**src/rtl/vad_decision.sv**
```systemverilog
// rtl/vad_decision.sv - frame-level speech/non-speech decision with onset confirmation and hangover
module vad_decision #(
    parameter int W          = 10,
    parameter int MARGIN     = 0,
    parameter int ONSET_N    = 2,
    parameter int HANG_N     = 8,
    parameter int SAMPLE_DLY = 1
) (
    input  logic         clk,
    input  logic         rst_n,
    input  logic         clr,
    input  logic         frame_done,
    input  logic [W-1:0] score_sil,
    input  logic [W-1:0] score_sp,
    output logic         dec_valid,
    output logic         vad_flag,
    output logic         raw_flag,
    output logic [W:0]   score_diff,
    output logic [1:0]   state
);

    localparam logic [1:0] S_SIL    = 2'd0;
    localparam logic [1:0] S_ONSET  = 2'd1;
    localparam logic [1:0] S_SPEECH = 2'd2;
    localparam logic [1:0] S_HANG   = 2'd3;

    localparam int DL = (SAMPLE_DLY < 1) ? 1 : SAMPLE_DLY;
    localparam logic signed [W:0] MARGIN_W = (W+1)'(MARGIN);
    localparam logic [7:0]        ONSET_C  = 8'(ONSET_N);
    localparam logic [7:0]        HANG_C   = 8'(HANG_N);

    logic              fd_q;
    logic [DL-1:0]     dly;
    logic [DL:0]       taps;
    logic              sample;
    logic signed [W:0] diff;
    logic              raw_d;
    logic [1:0]        st, st_n;
    logic [7:0]        cnt, cnt_n, cnt_inc;

    // taps[0] is the live rise; taps[k] is that rise delayed k cycles
    assign taps    = {dly, frame_done & ~fd_q};
    assign sample  = taps[SAMPLE_DLY];
    assign diff    = {score_sp[W-1], score_sp} - {score_sil[W-1], score_sil};
    assign raw_d   = diff > MARGIN_W;
    assign cnt_inc = cnt + 8'd1;
    assign state   = st;

    always_comb begin
        st_n  = st;
        cnt_n = cnt;
        case (st)
            S_SIL: begin
                if (raw_d) begin
                    if (ONSET_N <= 1) begin
                        st_n  = S_SPEECH;
                        cnt_n = 8'd0;
                    end else begin
                        st_n  = S_ONSET;
                        cnt_n = 8'd1;
                    end
                end
            end
            S_ONSET: begin
                if (!raw_d) begin
                    st_n  = S_SIL;
                    cnt_n = 8'd0;
                end else if (cnt_inc >= ONSET_C) begin
                    st_n  = S_SPEECH;
                    cnt_n = 8'd0;
                end else begin
                    cnt_n = cnt_inc;
                end
            end
            S_SPEECH: begin
                if (!raw_d) begin
                    if (HANG_N <= 1) begin
                        st_n  = S_SIL;
                        cnt_n = 8'd0;
                    end else begin
                        st_n  = S_HANG;
                        cnt_n = 8'd1;
                    end
                end
            end
            default: begin
                if (raw_d) begin
                    st_n  = S_SPEECH;
                    cnt_n = 8'd0;
                end else if (cnt_inc >= HANG_C) begin
                    st_n  = S_SIL;
                    cnt_n = 8'd0;
                end else begin
                    cnt_n = cnt_inc;
                end
            end
        endcase
    end

    always_ff @(posedge clk or negedge rst_n) begin
        if (!rst_n) begin
            fd_q       <= 1'b0;
            dly        <= '0;
            st         <= S_SIL;
            cnt        <= 8'd0;
            dec_valid  <= 1'b0;
            vad_flag   <= 1'b0;
            raw_flag   <= 1'b0;
            score_diff <= '0;
        end else if (clr) begin
            fd_q       <= 1'b0;
            dly        <= '0;
            st         <= S_SIL;
            cnt        <= 8'd0;
            dec_valid  <= 1'b0;
            vad_flag   <= 1'b0;
            raw_flag   <= 1'b0;
            score_diff <= '0;
        end else begin
            fd_q      <= frame_done;
            dly       <= taps[DL-1:0];
            dec_valid <= sample;
            if (sample) begin
                st         <= st_n;
                cnt        <= cnt_n;
                raw_flag   <= raw_d;
                score_diff <= diff;
                vad_flag   <= (st_n == S_SPEECH) || (st_n == S_HANG);
            end
        end
    end

endmodule

```
**config.mk**
```make
export PLATFORM = sky130hd
export DESIGN_NAME = vad_decision
export DESIGN_NICKNAME = d
export VERILOG_FILES = /design/src/rtl/vad_decision.sv
export SDC_FILE = /design/constraint.sdc
export NUM_CORES = 1
export LEC_CHECK = 0
export BUFFER_PORTS_ARGS = -buffer_cell sky130_fd_sc_hd__clkbuf_2
export CORE_ASPECT_RATIO = 1.5
export CORE_MARGIN = 3
export CORE_UTILIZATION = 41
export DETAILED_ROUTE_END_ITERATION = 8
export PLACE_DENSITY_LB_ADDON = 0.05
export SLEW_MARGIN = 20
export SYNTH_ARGS = -nofsm -noshare
export SYNTH_HDL_FRONTEND = slang
export SYNTH_SLANG_ARGS = --single-unit
```
**constraint.sdc**
```tcl
create_clock -name clk -period 2.4 [get_ports clk]
set_input_delay 0.36 -clock clk [delete_from_list [all_inputs] [get_ports clk]]
set_output_delay 0.36 -clock clk [all_outputs]
set_load 0.005 [all_outputs]
```
# Word-level counts from Yosys, hierarchy flattened
# Cells that the tools add are included.
[totals] elab_cells=52 out_inout_bits=16 in_bits=24 ff_bits=26
[op_classes] mux=27 bitwise=2 n_lt_le_gt_ge=3 addsub=2 eq_ne=6 reduce_logical=4
[op_table] op="2-to-1 mux 8 bit" n=8
[op_table] op="case mux 8 bit (3 select lines)" n=1
[op_table] op="2-to-1 mux 11 bit" n=2
[op_table] op="2-to-1 mux 2 bit" n=8
[op_table] op="> comparator 11 x 1 -> 1 bit (second input constant)" n=1
[op_table] op="subtractor 10 x 10 -> 11 bit" n=1
[op_table] op="adder 8 x 1 -> 8 bit (second input constant)" n=1
[op_table] op="greater-or-equal comparator 8 x 2 -> 1 bit (second input constant)" n=1
[op_table] op="greater-or-equal comparator 8 x 4 -> 1 bit (second input constant)" n=1
[op_table] op="2-to-1 mux 1 bit" n=7
[op_table] op="== test 2 bit (second input constant)" n=3
[op_table] op="inequality test 3 bit (second input constant)" n=2
[op_table] op="case mux 2 bit (3 select lines)" n=1
[op_table] op="AND reduction 3 bit" n=1
[op_table] op="== test 2 x 1 -> 1 bit (second input constant)" n=1
[op_table] op="logical NOT 2 bit" n=1
[op_table] op="nonzero test 2 bit" n=1
[op_table] op="AND 1 bit" n=1
[op_table] op="logical OR 1 bit" n=1
[op_table] op="NOT 1 bit" n=1

# Longest topological paths before layout
# Gate-level depths: netlist of the first run.
[depth] word_depth=9 ltp_mapped=11 depth_no_buf=11

# Least setup slack after synthesis of the first run
# No wires, ideal clock.
[synth_timing] path_kind="input to register" start="input port score_sp[0]" end="register cnt[1]" t_arrival_ns=2.686 cell_stages=11 setup_time_ns=0.078 slack_ns=-0.364 required_time_ns=2.322 n_path_buf=0 cell_sequence="inv_1 > ha_1 > fa_1 > nor2b_4 > o2111ai_2 > a31o_2 > a21oi_1 > nand3b_2 > or4_4 > a311oi_2 > o21bai_1"
[synth_via] elab_chain_len=6 elab_cells_between_ends=10 classes_between="add/sub: 1; order compare: 1; eq/ne: 2; mux: 5; reduce/logical: 1"
[synth_lines] item="start, declared" line="14" text="input logic [W-1:0] score_sp,"
[synth_lines] item="subtractor 10 x 10 -> 11 bit *" line="44" text="assign diff = {score_sp[W-1], score_sp} - {score_sil[W-1], score_sil};"
[synth_lines] item="> comparator 11 x 1 -> 1 bit *" line="45" text="assign raw_d = diff > MARGIN_W;"
[synth_lines] item="2-to-1 mux 8 bit, on equally long branches" line="87, 65"
[synth_lines] item="case mux 8 bit (3 select lines)" line="52" text="case (st)"
[synth_lines] item="2-to-1 mux 8 bit" line="123" text="if (sample) begin"
[synth_lines] item="2-to-1 mux 8 bit" line="110" text="end else if (clr) begin"
[synth_lines] item="end signal, assigned" line="125" text="cnt <= cnt_n;"
[synth_lines] item="end, declared" line="39" text="logic [7:0] cnt, cnt_n, cnt_inc;"
# Mark *: on every way between the ends. The rest lies on a longest branch, timed or not. The select of a mux whose other input is x is not followed.
# A chain may end at the register's enable or synchronous reset.

# Worst setup path in the final report of the first run
[layout_timing] start="input port score_sp[0]" end="register cnt[7]"
# The elaborated chain is that of the path after synthesis.

==> results.toml, run 1 <==
[clock_tree]
path_clk_slew_ns = 0.09
cts_hold_buf = 0
cts_sinks = 26
clkLatencyLatePin_ns = 0.27
clockBufferDepth = 2
cts_buffers = 3
cts_tree = "built"
cts_max_level = 1
root_buffer = "clkbuf_8"

[setup_path]
worstSetupPathType = "primary input to flop"
worstPathMaxFanout = 6
worst-path-buf-inv = 2
cp-end-kind = "flop"
crit_path_max_incr_delay_ns = 0.52
crit_family = "simple AND/OR/NAND/NOR gates"
worst_path_max_delay_cell = "or4_4"
worst_ep_required_time_ns = 2.61
startpoint_type = "primary input"
cp.arrival_ns = 2.70
crit_chain = "buf_8 -> inv_8 -> ha_4 -> fa_2 -> nor2b_4 -> o2111ai_4 -> nand3_2 -> nand4_1 -> a21o_4 -> or4_4 -> a31oi_4 -> and2_4"

[finish]
final_util = 0.616
n_antenna_cell = 0
drive_gt1_frac = 0.382
layout.nets = 323
synthToLayoutAreaGrowth_pct = 40.7
final_area_sq_um = 2700
fillCellCount = 409

[global_route]
grt_pass1_wl_microns = 7670
grt_max_degree = 27
antenna_found_initial = 0
grt_pass1_vias = 1772
grt_util_all_layers = 0.170
grt-ovfl-total = 0

[yosys]
synthSimpleGateAreaFrac = 0.223
synth_area_sq_um = 1920
synth_fp_nets = 245
synth_xor_area_frac = 0.0182
synthMuxAreaShare = 0.0469
synth_top_family_by_area = "compound AO/OA/AOI/OAI gates"
yosys.area_share.adder = 0.0885
ys_ff_latch = 26
synth-async-reset-ratio = 1.00
ys_warn_count = 0
synth_edf_count = 0
synth.distinct_cells = 58
syn_inst = 208
avgSynthCellArea_sq_um = 9.24
ys_seq_area_frac = 0.339
synth_compound_area_frac = 0.230
synthFlopType = "dfrtp_1"

[drt]
vias_per_cell = 5.12
drtAntennaViolNets = 0
wirelength_microns = 4450
dr_total_vias = 1777
drt_first_pass_iters = 4
drt_iter0_drc = 50
drc = 0
wire_per_inst_microns = 12.8

[place]
io_buffers = 39
dpl_cell_area_sq_um = 2470
place.gp.congestion = 0.781
hpwl_microns = 3590

[sta]
max_freq_mhz = 403
slew_violations = 0
rsz0062_at_grt = "yes"
fin_crit_ns = 2.48
fin_skew_ns = 0.00460
tightest_slew_ns = 0.642
finalHoldViolations = 0
timing.final.crit_share = 1.03
relSlewSlack = 0.572
fin_ws_ns = -0.0817
setup_viol = 7

[power]
p_sw_mw = 0.378
swShare = 0.294
p_comb_frac = 0.354
powerDensity_nw_per_um2 = 475
ir_drop_uv = 263
p_clk_frac = 0.281
p_int_mw = 0.908
p_seq_frac = 0.365
power.leakage_nw = 1.33

[floorplanning]
dieArea_sq_um = 5560
die_h_microns = 89.9
core-area_sq_um = 4390
ios = 40
die_x_microns = 61.9
start_util = 0.438
rows = 29

[outcome]
status = "finished with violations"
violations = "negative setup slack"

[run]
max_cap_viol_count = 0

[hold_path]
worstHoldPathType = "primary input to asynchronous set/reset pin"
[worst paths after layout]
check,startpoint,endpoint,cells past startpoint,slack [ns]
max reg2reg,cnt[0]$_DFFE_PN0P_,cnt[0]$_DFFE_PN0P_,8,0.43
min in group clk,frame_done,fd_q$_DFF_PN0_,2,0.32
max in group asynchronous,rst_n,cnt[2]$_DFFE_PN0P_,1,1.89
max,score_sp[0],cnt[7]$_DFFE_PN0P_,12,-0.08
min,rst_n,cnt[7]$_DFFE_PN0P_,1,0.1
min reg2reg,fd_q$_DFF_PN0_,dly$_DFF_PN0_,1,0.40
[cells in the mapped netlist, drive strengths merged, types with 4 or more instances]
cell | n | area share
nor3 | 5 | 0.013
a21oi | 8 | 0.021
nor2b | 9 | 0.033
ha | 12 | 0.078
and2 | 8 | 0.026
a21o | 4 | 0.020
a31oi | 5 | 0.027
mux2i | 9 | 0.047
nand2b | 6 | 0.020
o211ai | 6 | 0.026
nand3 | 4 | 0.010
o21ai | 10 | 0.028
dfrtp | 26 | 0.34
inv | 24 | 0.047
nand2 | 6 | 0.012
nor2 | 19 | 0.037
[what timing repair did]
action / 4_1_cts / 5_1_grt
setup buffers: 2 / 2
pin swaps: 8 / 15
setup endpoints to repair: 11 / 11
gates resized for setup: 7 / 19
[layer usage]
| layer | global-route usage | share of wire |
|---|---|---|
| met3 | 0.0158 | 0.033 |
| met2 | 0.302 | 0.54 |
| met5 | 0 | 0 |
| met1 | 0.214 | 0.42 |
| met4 | 0.0319 | 0.0065 |
[power by group through the flow]
stage | combinational (mW) | sequential, mW | clock (mW)
final | 0.455 | 0.470 | 0.361
after global routing | 0.504 | 0.472 | 0.386
after CTS | 0.421 | 0.470 | 0.364
after detailed placement | 0.399 | 0.478 | 0
after global placement | 0.396 | 0.479 | 0
after floorplan | 0.235 | 0.476 | 0
[sequential cells by signal, summed over array words and instances, names as in the netlist]
register	flops
score_diff	11
cnt	8
state	2
dec_valid	1
dly	1
fd_q	1
raw_flag	1
vad_flag	1
[logic make-up after synthesis]
kind of cell,after synthesis
and+or+nand+nor,73
AOI/OAI and AO/OA,55
adders and majority gates,13
xor gates and xnor gates,4
muxes,9
DFF,26
buffers and inverters,28
[worst reg2reg max path, cell delays in order, from the launching register on]
cell      delay (ns)
dfrtp_1         0.45
ha_1            0.25
nor2b_1         0.15
nor4b_1         0.25
buf_4           0.17
and2_1          0.12
o211a_1         0.18
o21ai_1         0.08
a311oi_1        0.24
[cell type report]
class / instances / area [sq um] / area share
Multi-Input combinational cell: 154 / 1300 / 0.479
Clock buffer: 3 / 41.3 / 0.0153
Tap cell: 62 / 77.6 / 0.0287
Sequential cell: 26 / 651 / 0.241
Inverter: 24 / 97.6 / 0.0361
Timing Repair Buffer: 77 / 510 / 0.189
Clock inverter: 1 / 30.0 / 0.0111
[cells in the final DEF (no fill, tap or decap), drive strengths merged, types with 3 or more instances in the layout]
master / count
nand3: 4
a21o: 4
and2: 8
nand4: 3
nor2b: 9
a31oi: 5
ha: 12
buf: 41
nor2: 19
xnor2: 3
mux2i: 9
o211ai: 6
inv: 24
clkbuf: 39
a21oi: 8
nor3: 5
nand2: 6
nand2b: 6
dfrtp: 26
a311oi: 3
o21ai: 10
[metrics by stage]
stage	setup WS (ns)	setup TNS, ns	instances	power [mW]	hold WS (ns)
5_1_grt	-0.187	-1.24	347	1.36	0.141
6_report	-0.0817	-0.479	347	1.29	0.0975
3_5_place_dp	-0.436	-4.69	339	0.877	0.392
4_1_cts	-0.0887	-0.575	345	1.25	0.124
2_1_floorplan	-0.195	-1.42	208	0.711	0.0644
3_3_place_gp	-0.400	-4.24	339	0.875	0.386
No activity file was read; power rests on OpenSTA's default activity.
==> run 2: changes to the inputs <==
==> constraint.sdc (replaced) <==
create_clock -name clk -period 2.4 [get_ports clk]
set_input_delay 0.12 -clock clk [delete_from_list [all_inputs] [get_ports clk]]
set_output_delay 0.12 -clock clk [all_outputs]
set_load 0.005 [all_outputs]
==> results.toml, run 2 (synthesized netlist as in run 1, its figures left out) <==
[drt]
vias_per_cell = 5.11
wirelength_microns = 4210
drtAntennaViolNets = 0
drt_iter0_drc = 55
drc = 0
wire_per_inst_microns = 12.4
drt_first_pass_iters = 4
dr_total_vias = 1736

[finish]
top_register = "score_diff"
final_util = 0.574
drive_gt1_frac = 0.327
final_area_sq_um = 2520
layoutNonFillerInstCount = 340
n_antenna_cell = 0
fillCellCount = 414
layout.nets = 316
largest_register_ffs = 11
synthToLayoutAreaGrowth_pct = 31.2
layout_common_cells = "39 x clkbuf_2, 30 x buf_4, 26 x dfrtp_1, 24 x inv_1, 19 x nor2_1"
final_common_cell = "clkbuf_2"

[place]
placed_cells = 335
io_buffers = 39
place.gp.congestion = 0.742
hpwl_microns = 3470
dpl_cell_area_sq_um = 2420

[global_route]
grt-ovfl-total = 0
grt_max_degree = 27
grt_pass1_wl_microns = 7150
antenna_found_initial = 0
grt_pass1_vias = 1734
grt_util_all_layers = 0.160

[floorplanning]
start_util = 0.438
die_h_microns = 89.9
dieArea_sq_um = 5560
ios = 40
die_x_microns = 61.9
rows = 29
core-area_sq_um = 4390

[setup_path]
worstPathMaxFanout = 4
r2r_end = "cnt[0]$_DFFE_PN0P_"
cp-end-kind = "flop"
r2r_start = "cnt[0]$_DFFE_PN0P_"
worst-r2r-setup-slack_ns = 0.38
worstSetupPathType = "primary input to flop"
r2r_cells = 8
cp.arrival_ns = 2.46
worst_ep_required_time_ns = 2.56
startpoint_type = "primary input"

[sta]
relSlewSlack = 0.589
setup_viol = 0
rsz0062_at_grt = "yes"
tightest_slew_ns = 0.617
whs_ns = 0.0789
fin_crit_ns = 2.29
max_freq_mhz = 436
fin_skew_ns = 0.0115
slew_violations = 0
finalHoldViolations = 0
timing.final.crit_share = 0.956

[run]
max_cap_viol_count = 0

[clock_tree]
root_buffer = "clkbuf_8"
cts_buffers = 3
cts_max_level = 1
path_clk_slew_ns = 0.10
cts_tree = "built"
clkLatencyLatePin_ns = 0.27
clockBufferDepth = 2
cts_sinks = 26

[power]
ir_drop_uv = 233
powerDensity_nw_per_um2 = 485
total_power_mw = 1.22
power.leakage_nw = 1.27

[hold_path]
hold_depth = 2
worstHoldPathType = "primary input to flop"
holdCritStartpoint = "frame_done"
min_to = "fd_q$_DFF_PN0_"

[outcome]
status = "complete, no violations"
run 2: worst max-delay path by stage:
stage	end	start
finish	cnt[0]$_DFFE_PN0P_	score_sp[0]
global route	cnt[1]$_DFFE_PN0P_	score_sil[5]
CTS	cnt[0]$_DFFE_PN0P_	score_sil[5]
detailed placement	cnt[0]$_DFFE_PN0P_	score_sil[5]
global placement	cnt[0]$_DFFE_PN0P_	score_sp[0]
floorplan	cnt[1]$_DFFE_PN0P_	score_sp[0]
run 2: per-layer routing:
| metal | track usage | up-vias | wire (microns) |
|---|---|---|---|
| li1 | - | 890 | - |
| met3 | 0.0143 | 2 | 98 |
| met2 | 0.287 | 29 | 2270 |
| met5 | 0 | - | 0 |
| met1 | 0.189 | 815 | 1800 |
| met4 | 0.0496 | 0 | 42 |
run 2: timing repair:
action	CTS	global route
resized for setup	0	4
setup endpoints to repair	0	10
hold buffers	1	0
endpoints found under the hold margin	26	0
setup buffers	0	0
run 2: metrics by stage:
step / worst slack [ns] / setup TNS [ns]
global route: -0.00795 / -0.0107
CTS: 0.0480 / 0
detailed placement: -0.232 / -1.99
finish: 0.105 / 0
floorplan: -0.0143 / -0.0143
global placement: -0.206 / -1.63
run 2: cell type report:
class                      count  area, sq um  share of cell area
tap                           62         77.6              0.0308
clock buffer                   3         41.3              0.0164
multi-input combinational    154         1200               0.476
inverter                      24         90.1              0.0357
clock inverter                 1         30.0              0.0119
sequential                    26          651               0.258
timing repair buffer          70          430               0.171
run 2: where the power goes:
group	internal, mW	switching (mW)	total [mW]
combinational	0.195	0.197	0.392
sequential	0.455	0.0155	0.471
clock	0.223	0.136	0.359
total	0.873	0.348	1.22
run 2: critical path, cell delays in order:
cell,delay (ns)
clkbuf_2,0.07
inv_1,0.03
ha_1,0.20
fa_2,0.37
nor2b_4,0.13
o2111ai_2,0.15
a31o_2,0.30
a21oi_4,0.16
nand3b_4,0.09
buf_4,0.15
o2111ai_2,0.29
a31oi_1,0.12
a311oi_1,0.26
